$ cat src/rtl/version_pkg.sv
// Build identity constants stamped at synthesis time.
// Date/time fields are BCD so they read naturally in a hex dump.
package version_pkg;

  localparam logic [7:0]  MAJOR  = 8'h00;
  localparam logic [7:0]  MINOR  = 8'h00;
  localparam logic [7:0]  PATCH  = 8'h00;
  localparam logic [7:0]  BUILD  = 8'h41;
  localparam logic [15:0] YEAR   = 16'h2025;
  localparam logic [7:0]  MONTH  = 8'h11;
  localparam logic [7:0]  DAY    = 8'h10;
  localparam logic [7:0]  HOUR   = 8'h11;
  localparam logic [7:0]  MINUTE = 8'h22;
  localparam logic [7:0]  SECOND = 8'h55;

endpackage

$ cat src/rtl/version_report_pkg.sv
// Frame layout, FSM state type and payload byte mapping for version_reporter.
package version_report_pkg;

  import version_pkg::*;

  localparam int unsigned C_FRAME_LEN = 13;
  localparam int unsigned C_IDX_W     = 4;
  localparam logic [7:0]  C_SOF       = 8'h56;
  localparam logic [C_IDX_W-1:0] C_LAST_PAYLOAD_IDX = 4'd11;

  typedef enum logic [1:0] {ST_IDLE, ST_SEND, ST_CKSUM} state_t;

  // Index 0 (SOF) and 12 (checksum) are produced by the FSM, not here.
  function automatic logic [7:0] payload_byte(input logic [C_IDX_W-1:0] idx);
    logic [7:0] b;
    case (idx)
      4'd1:    b = MAJOR;
      4'd2:    b = MINOR;
      4'd3:    b = PATCH;
      4'd4:    b = BUILD;
      4'd5:    b = YEAR[15:8];
      4'd6:    b = YEAR[7:0];
      4'd7:    b = MONTH;
      4'd8:    b = DAY;
      4'd9:    b = HOUR;
      4'd10:   b = MINUTE;
      4'd11:   b = SECOND;
      default: b = 8'h00;
    endcase
    return b;
  endfunction

endpackage

$ cat src/rtl/version_reporter_if.sv
// Valid/ready byte stream carrying the version report frame.
interface version_reporter_if;

  logic [7:0] m_data;
  logic       m_valid;
  logic       m_ready;
  logic       m_last;

  modport master (output m_data, output m_valid, output m_last, input m_ready);
  modport slave  (input m_data, input m_valid, input m_last, output m_ready);

endinterface

$ cat src/rtl/version_report_timer.sv
// Free-running 0..PERIOD_CYCLES-1 counter emitting a one-cycle tick on wrap.
// PERIOD_CYCLES=0 parks the counter at zero and never ticks.
module version_report_timer #(
  parameter logic [31:0] PERIOD_CYCLES = 32'd0
) (
  input  logic clk,
  input  logic rst,
  output logic o_tick
);

  localparam logic [31:0] C_TOP = (PERIOD_CYCLES == 32'd0) ? 32'd0 : PERIOD_CYCLES - 32'd1;
  localparam logic        C_EN  = (PERIOD_CYCLES != 32'd0);

  logic [31:0] r_count;
  logic        w_wrap;

  assign w_wrap = (r_count == C_TOP);

  always_ff @(posedge clk or posedge rst) begin
    if (rst) begin
      r_count <= '0;
    end else if (w_wrap) begin
      r_count <= '0;
    end else begin
      r_count <= r_count + 32'd1;
    end
  end

  assign o_tick = C_EN && w_wrap;

endmodule

$ cat src/rtl/version_reporter.sv
// Streams build-version constants as a 13-byte SOF/payload/checksum frame,
// on request or periodically, over a valid/ready byte interface.
module version_reporter
  import version_report_pkg::*;
#(
  parameter logic [31:0] PERIOD_CYCLES = 32'd0,
  parameter logic [7:0]  SOF_BYTE      = C_SOF
) (
  input  logic                      clk,
  input  logic                      rst,
  input  logic                      req,
  version_reporter_if.master        m_if,
  output logic                      busy,
  output logic [15:0]               frame_count
);

  state_t             r_state;
  state_t             w_state_next;
  logic [C_IDX_W-1:0] r_idx;
  logic [7:0]         r_cksum;
  logic               r_pending;
  logic [15:0]        r_frame_count;

  logic       w_tick;
  logic       w_trig;
  logic       w_start;
  logic       w_hs;
  logic       w_valid;
  logic       w_last;
  logic [7:0] w_data;

  version_report_timer #(
    .PERIOD_CYCLES (PERIOD_CYCLES)
  ) u_timer (
    .clk    (clk),
    .rst    (rst),
    .o_tick (w_tick)
  );

  // A timer tick and an external req in the same cycle collapse into one request.
  assign w_trig = req || w_tick;
  assign w_hs   = w_valid && m_if.m_ready;

  always_ff @(posedge clk or posedge rst) begin
    if (rst) begin
      r_state <= ST_IDLE;
    end else begin
      r_state <= w_state_next;
    end
  end

  always_comb begin
    w_state_next = r_state;
    w_start      = 1'b0;
    case (r_state)
      ST_IDLE: begin
        if (r_pending || w_trig) begin
          w_state_next = ST_SEND;
          w_start      = 1'b1;
        end
      end
      ST_SEND: begin
        if (w_hs && (r_idx == C_LAST_PAYLOAD_IDX)) begin
          w_state_next = ST_CKSUM;
        end
      end
      ST_CKSUM: begin
        // Chain straight into the next SOF so queued frames leave no gap.
        if (w_hs) begin
          if (r_pending || w_trig) begin
            w_state_next = ST_SEND;
            w_start      = 1'b1;
          end else begin
            w_state_next = ST_IDLE;
          end
        end
      end
      default: w_state_next = ST_IDLE;
    endcase
  end

  always_comb begin
    w_valid = 1'b0;
    w_last  = 1'b0;
    w_data  = 8'h00;
    case (r_state)
      ST_SEND: begin
        w_valid = 1'b1;
        w_data  = (r_idx == '0) ? SOF_BYTE : payload_byte(r_idx);
      end
      ST_CKSUM: begin
        w_valid = 1'b1;
        w_last  = 1'b1;
        w_data  = 8'h00 - r_cksum;
      end
      default: ;
    endcase
  end

  always_ff @(posedge clk or posedge rst) begin
    if (rst) begin
      r_idx         <= '0;
      r_cksum       <= '0;
      r_pending     <= 1'b0;
      r_frame_count <= '0;
    end else begin
      if (w_start) begin
        r_idx <= '0;
      end else if ((r_state == ST_SEND) && w_hs) begin
        r_idx <= r_idx + 4'd1;
      end

      if ((r_state == ST_SEND) && w_hs) begin
        r_cksum <= (r_idx == '0) ? 8'h00 : (r_cksum + payload_byte(r_idx));
      end

      if (w_start) begin
        r_pending <= 1'b0;
      end else if (w_trig && (r_state != ST_IDLE)) begin
        r_pending <= 1'b1;
      end

      if ((r_state == ST_CKSUM) && w_hs) begin
        r_frame_count <= r_frame_count + 16'd1;
      end
    end
  end

  assign m_if.m_valid = w_valid;
  assign m_if.m_last  = w_last;
  assign m_if.m_data  = w_data;
  assign busy         = (r_state != ST_IDLE) || r_pending;
  assign frame_count  = r_frame_count;

endmodule

$ cat src/flat_wrapper.sv
// flat-port wrapper written by rule: the top's interface ports become plain ports
module version_reporter_flat import version_report_pkg::*;
#(
  parameter logic [31:0] PERIOD_CYCLES = 32'd0,
  parameter logic [7:0]  SOF_BYTE      = C_SOF
)
  (clk, rst, req, busy, frame_count, m_if_m_data, m_if_m_valid, m_if_m_last, m_if_m_ready);
  version_reporter_if m_if_i ();
  input  logic clk;
  input  logic rst;
  input  logic req;
  output logic busy;
  output logic [15:0] frame_count;
  output wire logic [$bits(m_if_i.m_data)-1:0] m_if_m_data;
  output wire logic [$bits(m_if_i.m_valid)-1:0] m_if_m_valid;
  output wire logic [$bits(m_if_i.m_last)-1:0] m_if_m_last;
  input wire logic [$bits(m_if_i.m_ready)-1:0] m_if_m_ready;
  assign m_if_m_data = m_if_i.m_data;
  assign m_if_m_valid = m_if_i.m_valid;
  assign m_if_m_last = m_if_i.m_last;
  assign m_if_i.m_ready = m_if_m_ready;
  version_reporter #(.PERIOD_CYCLES(PERIOD_CYCLES), .SOF_BYTE(SOF_BYTE)) u_core (.clk(clk), .rst(rst), .req(req), .m_if(m_if_i), .busy(busy), .frame_count(frame_count));
endmodule
$ cat config.mk
export PLATFORM = sky130hd
export DESIGN_NAME = version_reporter_flat
export DESIGN_NICKNAME = d
export VERILOG_FILES = /design/src/rtl/version_pkg.sv /design/src/rtl/version_report_pkg.sv /design/src/rtl/version_reporter_if.sv /design/src/rtl/version_report_timer.sv /design/src/rtl/version_reporter.sv /design/src/flat_wrapper.sv
export SDC_FILE = /design/constraint.sdc
export NUM_CORES = 1
export LEC_CHECK = 0
export BUFFER_PORTS_ARGS = -buffer_cell sky130_fd_sc_hd__buf_2
export CAP_MARGIN = 40
export CORE_ASPECT_RATIO = 0.8
export CORE_MARGIN = 2
export CORE_UTILIZATION = 50
export CTS_CLUSTER_DIAMETER = 80
export DETAILED_ROUTE_END_ITERATION = 8
export GPL_ROUTABILITY_DRIVEN = 0
export PLACE_DENSITY_LB_ADDON = 0.12
export SETUP_SLACK_MARGIN = 0.2
export SLEW_MARGIN = 10
export SYNTH_ARGS = -nofsm -noshare
export SYNTH_HDL_FRONTEND = slang
export SYNTH_SLANG_ARGS = --single-unit
$ cat constraint.sdc
create_clock -name clk -period 3.3 [get_ports clk]
set_input_delay 0 -clock clk [delete_from_list [all_inputs] [get_ports clk]]
set_output_delay 0 -clock clk [all_outputs]
set_load 0.005 [all_outputs]
==> results.cfg <==
[cells_and_area]
layoutNonFillerInstCount = 302
areaGrowthSynthToFinish_pct = 15.9
nets = 270
layout-drive-gt1-share = 0.182
diodes = 0

[sta]
min_period_ps = 2520
fmax_mhz = 396
post-route-period-util = 0.765
report.final.slew_viol_count = 0
timing.setup.tns_ps = 0
finClkSkew_ps = 8.80
grt_setup_unrepaired = no
finalSetupViolCount = 0
worst_slack_ps = 776
tightest_slew_ps = 660
final-hold-violation-count = 0
slew_headroom = 0.558

[worst_hold_path]
hp-class = primary input to flop

[floorplanning]
fp.dieW_um = 75.7
die-area_um2 = 4650
die_y_um = 61.4
num_rows = 20
io_pins = 31
core_area_um2 = 3880
initial_core_util = 0.530

[yosys]
synth_compound_area_frac = 0.131
synth_fp_nets = 236
netlist_top_cells_count = 31 x dfrtp_1, 19 x ha_1, 17 x nor2_1
synthArstFlopShare = 1.00
yosys_most_used_dff = dfrtp_1
synth_cell_type_count = 43
syn-mean-instance-area_um2 = 9.70
synthSimpleGateAreaFrac = 0.192
ys_warn_count = 0
synth-adder-area-share = 0.125
synth.most_common_cell = dfrtp_1
synthXorXnorAreaFrac = 0.115
netlist.area_leader.share = 0.377
synth-seq-cells = 31
synth_top_family_by_area = simple AND/OR/NAND/NOR gates
yosysTopAreaCell = dfrtp_1
synthMuxAreaShare = 0.0164
postSynthCellCount = 212
syn-cell-area_um2 = 2060
ys_top_cells_by_area = dfrtp_1 38%, ha_1 12%, xnor2_1 6.4%, xor2_1 5.1%, nor2_1 3.1%
yosysSeqAreaShare = 0.377
synth-edff-count = 0

[clock_network]
cts_buffers = 5
clock_sinks = 31
cts_tree = done
cts-resized-gates = 0
clk_pin_slew_ps = 70
cts_root_buffer = clkbuf_8
clock_latency_ps = 280
h-tree-depth = 2
cts_buffer_depth = 2

[setup_path]
cpMostUsedCell = ha_1
critPathMaxFanout = 6
cp_slowest_cell = dfrtp_1
arrival_ps = 2690
end_kind = flop
startpoint_type = flop
path_class = flop to flop
crit_required_ps = 3460
max_stage_delay_ps = 450
crit_family = compound AO/OA/AOI/OAI gates
path_buf_inv = 0
crit_chain = ha_1, ha_1, a22o_1, ha_1, o211a_1, a21oi_1, a211oi_1, a221o_1

[power_and_ir_drop]
leakage_nw = 1.21
irDropWorstVdd_uv = 322
power.density_nw_per_um2 = 765
power.switching_w = 0.000727
p_seq_frac = 0.326
p_int_w = 0.00110
p_sw_frac = 0.399
clockPowerShare = 0.214
p_total_w = 0.00182
combinationalPowerShare = 0.460

[status]
status = complete, no violations

[routing]
vias = 1596
wl_mm = 4.48
ant_nets = 0
viasPerCell = 5.28
wl_met2_mm = 1.81
route.detailed.drc = 0
routedWlPerCell_um = 14.8
firstDrtPassIters = 4
wl_met3_um = 203
met1_length_mm = 2.44
dr.first_iter.drc_count = 122
topRoutingLayerUsed = met4

[global_route]
antenna_found_initial = 0
grt_pass1_wl_mm = 7.24
track_usage = 0.213
grt_pass1_vias = 1437
grt_max_degree = 19
gr-total-overflow = 0

[placed_design]
place_ws_ps = 816
place_hpwl_mm = 3.36
dp_cells = 293
numPortBuffers = 30

[run]
cap_viol_max_count = 0
## per-stage QoR
stage / util / hold WS [ps] / cell area [µm²]
3_3_place_gp: 0.582 / 86.4 / 2260
3_5_place_dp: 0.582 / 78.4 / 2260
2_1_floorplan: - / 104 / 2060
5_1_grt: 0.615 / 36.8 / 2380
6_report: 0.615 / 10.5 / 2380
4_1_cts: 0.615 / 6.56 / 2380
## final timing paths
kind	start	endpoint	slack, ps	cells past startpoint
min in group asynchronous	rst	u_core.r_cksum[0]	310	3
worst max register to register	u_core.r_idx[1]	u_core.r_cksum[7]	780	8
max in group asynchronous	rst	u_core.frame_count[6]	2330	4
worst min-delay path	req	u_core.r_pending	10	3
worst max-delay path	u_core.r_idx[1]	u_core.r_cksum[7]	780	8
worst min register to register	u_core.frame_count[15]	u_core.frame_count[15]	470	1
## cells in the final DEF, fill, tap and decap left out, types with 3 or more instances in the layout
cell type,n
xor2_1,12
nand3_1,7
xnor2_1,15
nor3_1,4
and3_1,4
nor2b_1,3
a22o_1,5
o22ai_1,5
inv_1,15
or3_1,4
a21oi_1,6
nor2_1,17
nand2_1,13
o21ai_0,5
dfrtp_1,31
buf_2,30
clkbuf_8,6
ha_1,19
nand4_1,8
## layer usage
metal / up-vias / global-route usage
met4: 0 / 0.0451
met2: 34 / 0.292
li1: 812 / -
met1: 746 / 0.338
met3: 4 / 0.0491
met5: - / 0
## layout make-up
type                    count  area (µm²)
clock buffers               6        82.6
clock inverters             2        35.0
fillers                   345        1490
inverters                  15        56.3
multi-input cells         160        1190
flip-flops and latches     31         776
well taps                  55        68.8
repair buffers             33         175
## kinds of logic after synthesis
group | after synthesis
simple gates | 72
buf+inv | 21
flops | 31
mux | 3
compound gates | 38
xor+xnor | 27
fa+ha+maj | 20
## sequential cells by signal, indices dropped and copies added (netlist names)
name,count
u_core.frame_count,16
u_core.r_state,2
u_core.r_idx,4
u_core.r_pending,1
u_core.r_cksum,8
## timing repair
action	in CTS	in global routing
hold endpoints to repair	13	0
setup endpoints to repair	0	0
hold buffers	1	0
setup buffers	0	0
## power by group through the flow
| stage | clock, W | sequential (W) | combinational [W] |
|---|---|---|---|
| floorplan | 0 | 0.000566 | 0.000610 |
| global placement | 0 | 0.000595 | 0.000820 |
| detailed placement | 0 | 0.000596 | 0.000823 |
| CTS | 0.000399 | 0.000590 | 0.000838 |
| global route | 0.000416 | 0.000611 | 0.000941 |
| finish | 0.000391 | 0.000595 | 0.000839 |
## worst register-to-register path, stage by stage, from the launching register on
cell	delay, ps
dfrtp_1	450
ha_1	270
ha_1	220
a22o_1	250
ha_1	330
o211a_1	240
a21oi_1	260
a211oi_1	120
a221o_1	270
Note: power is estimated with default switching activity, not from simulation.
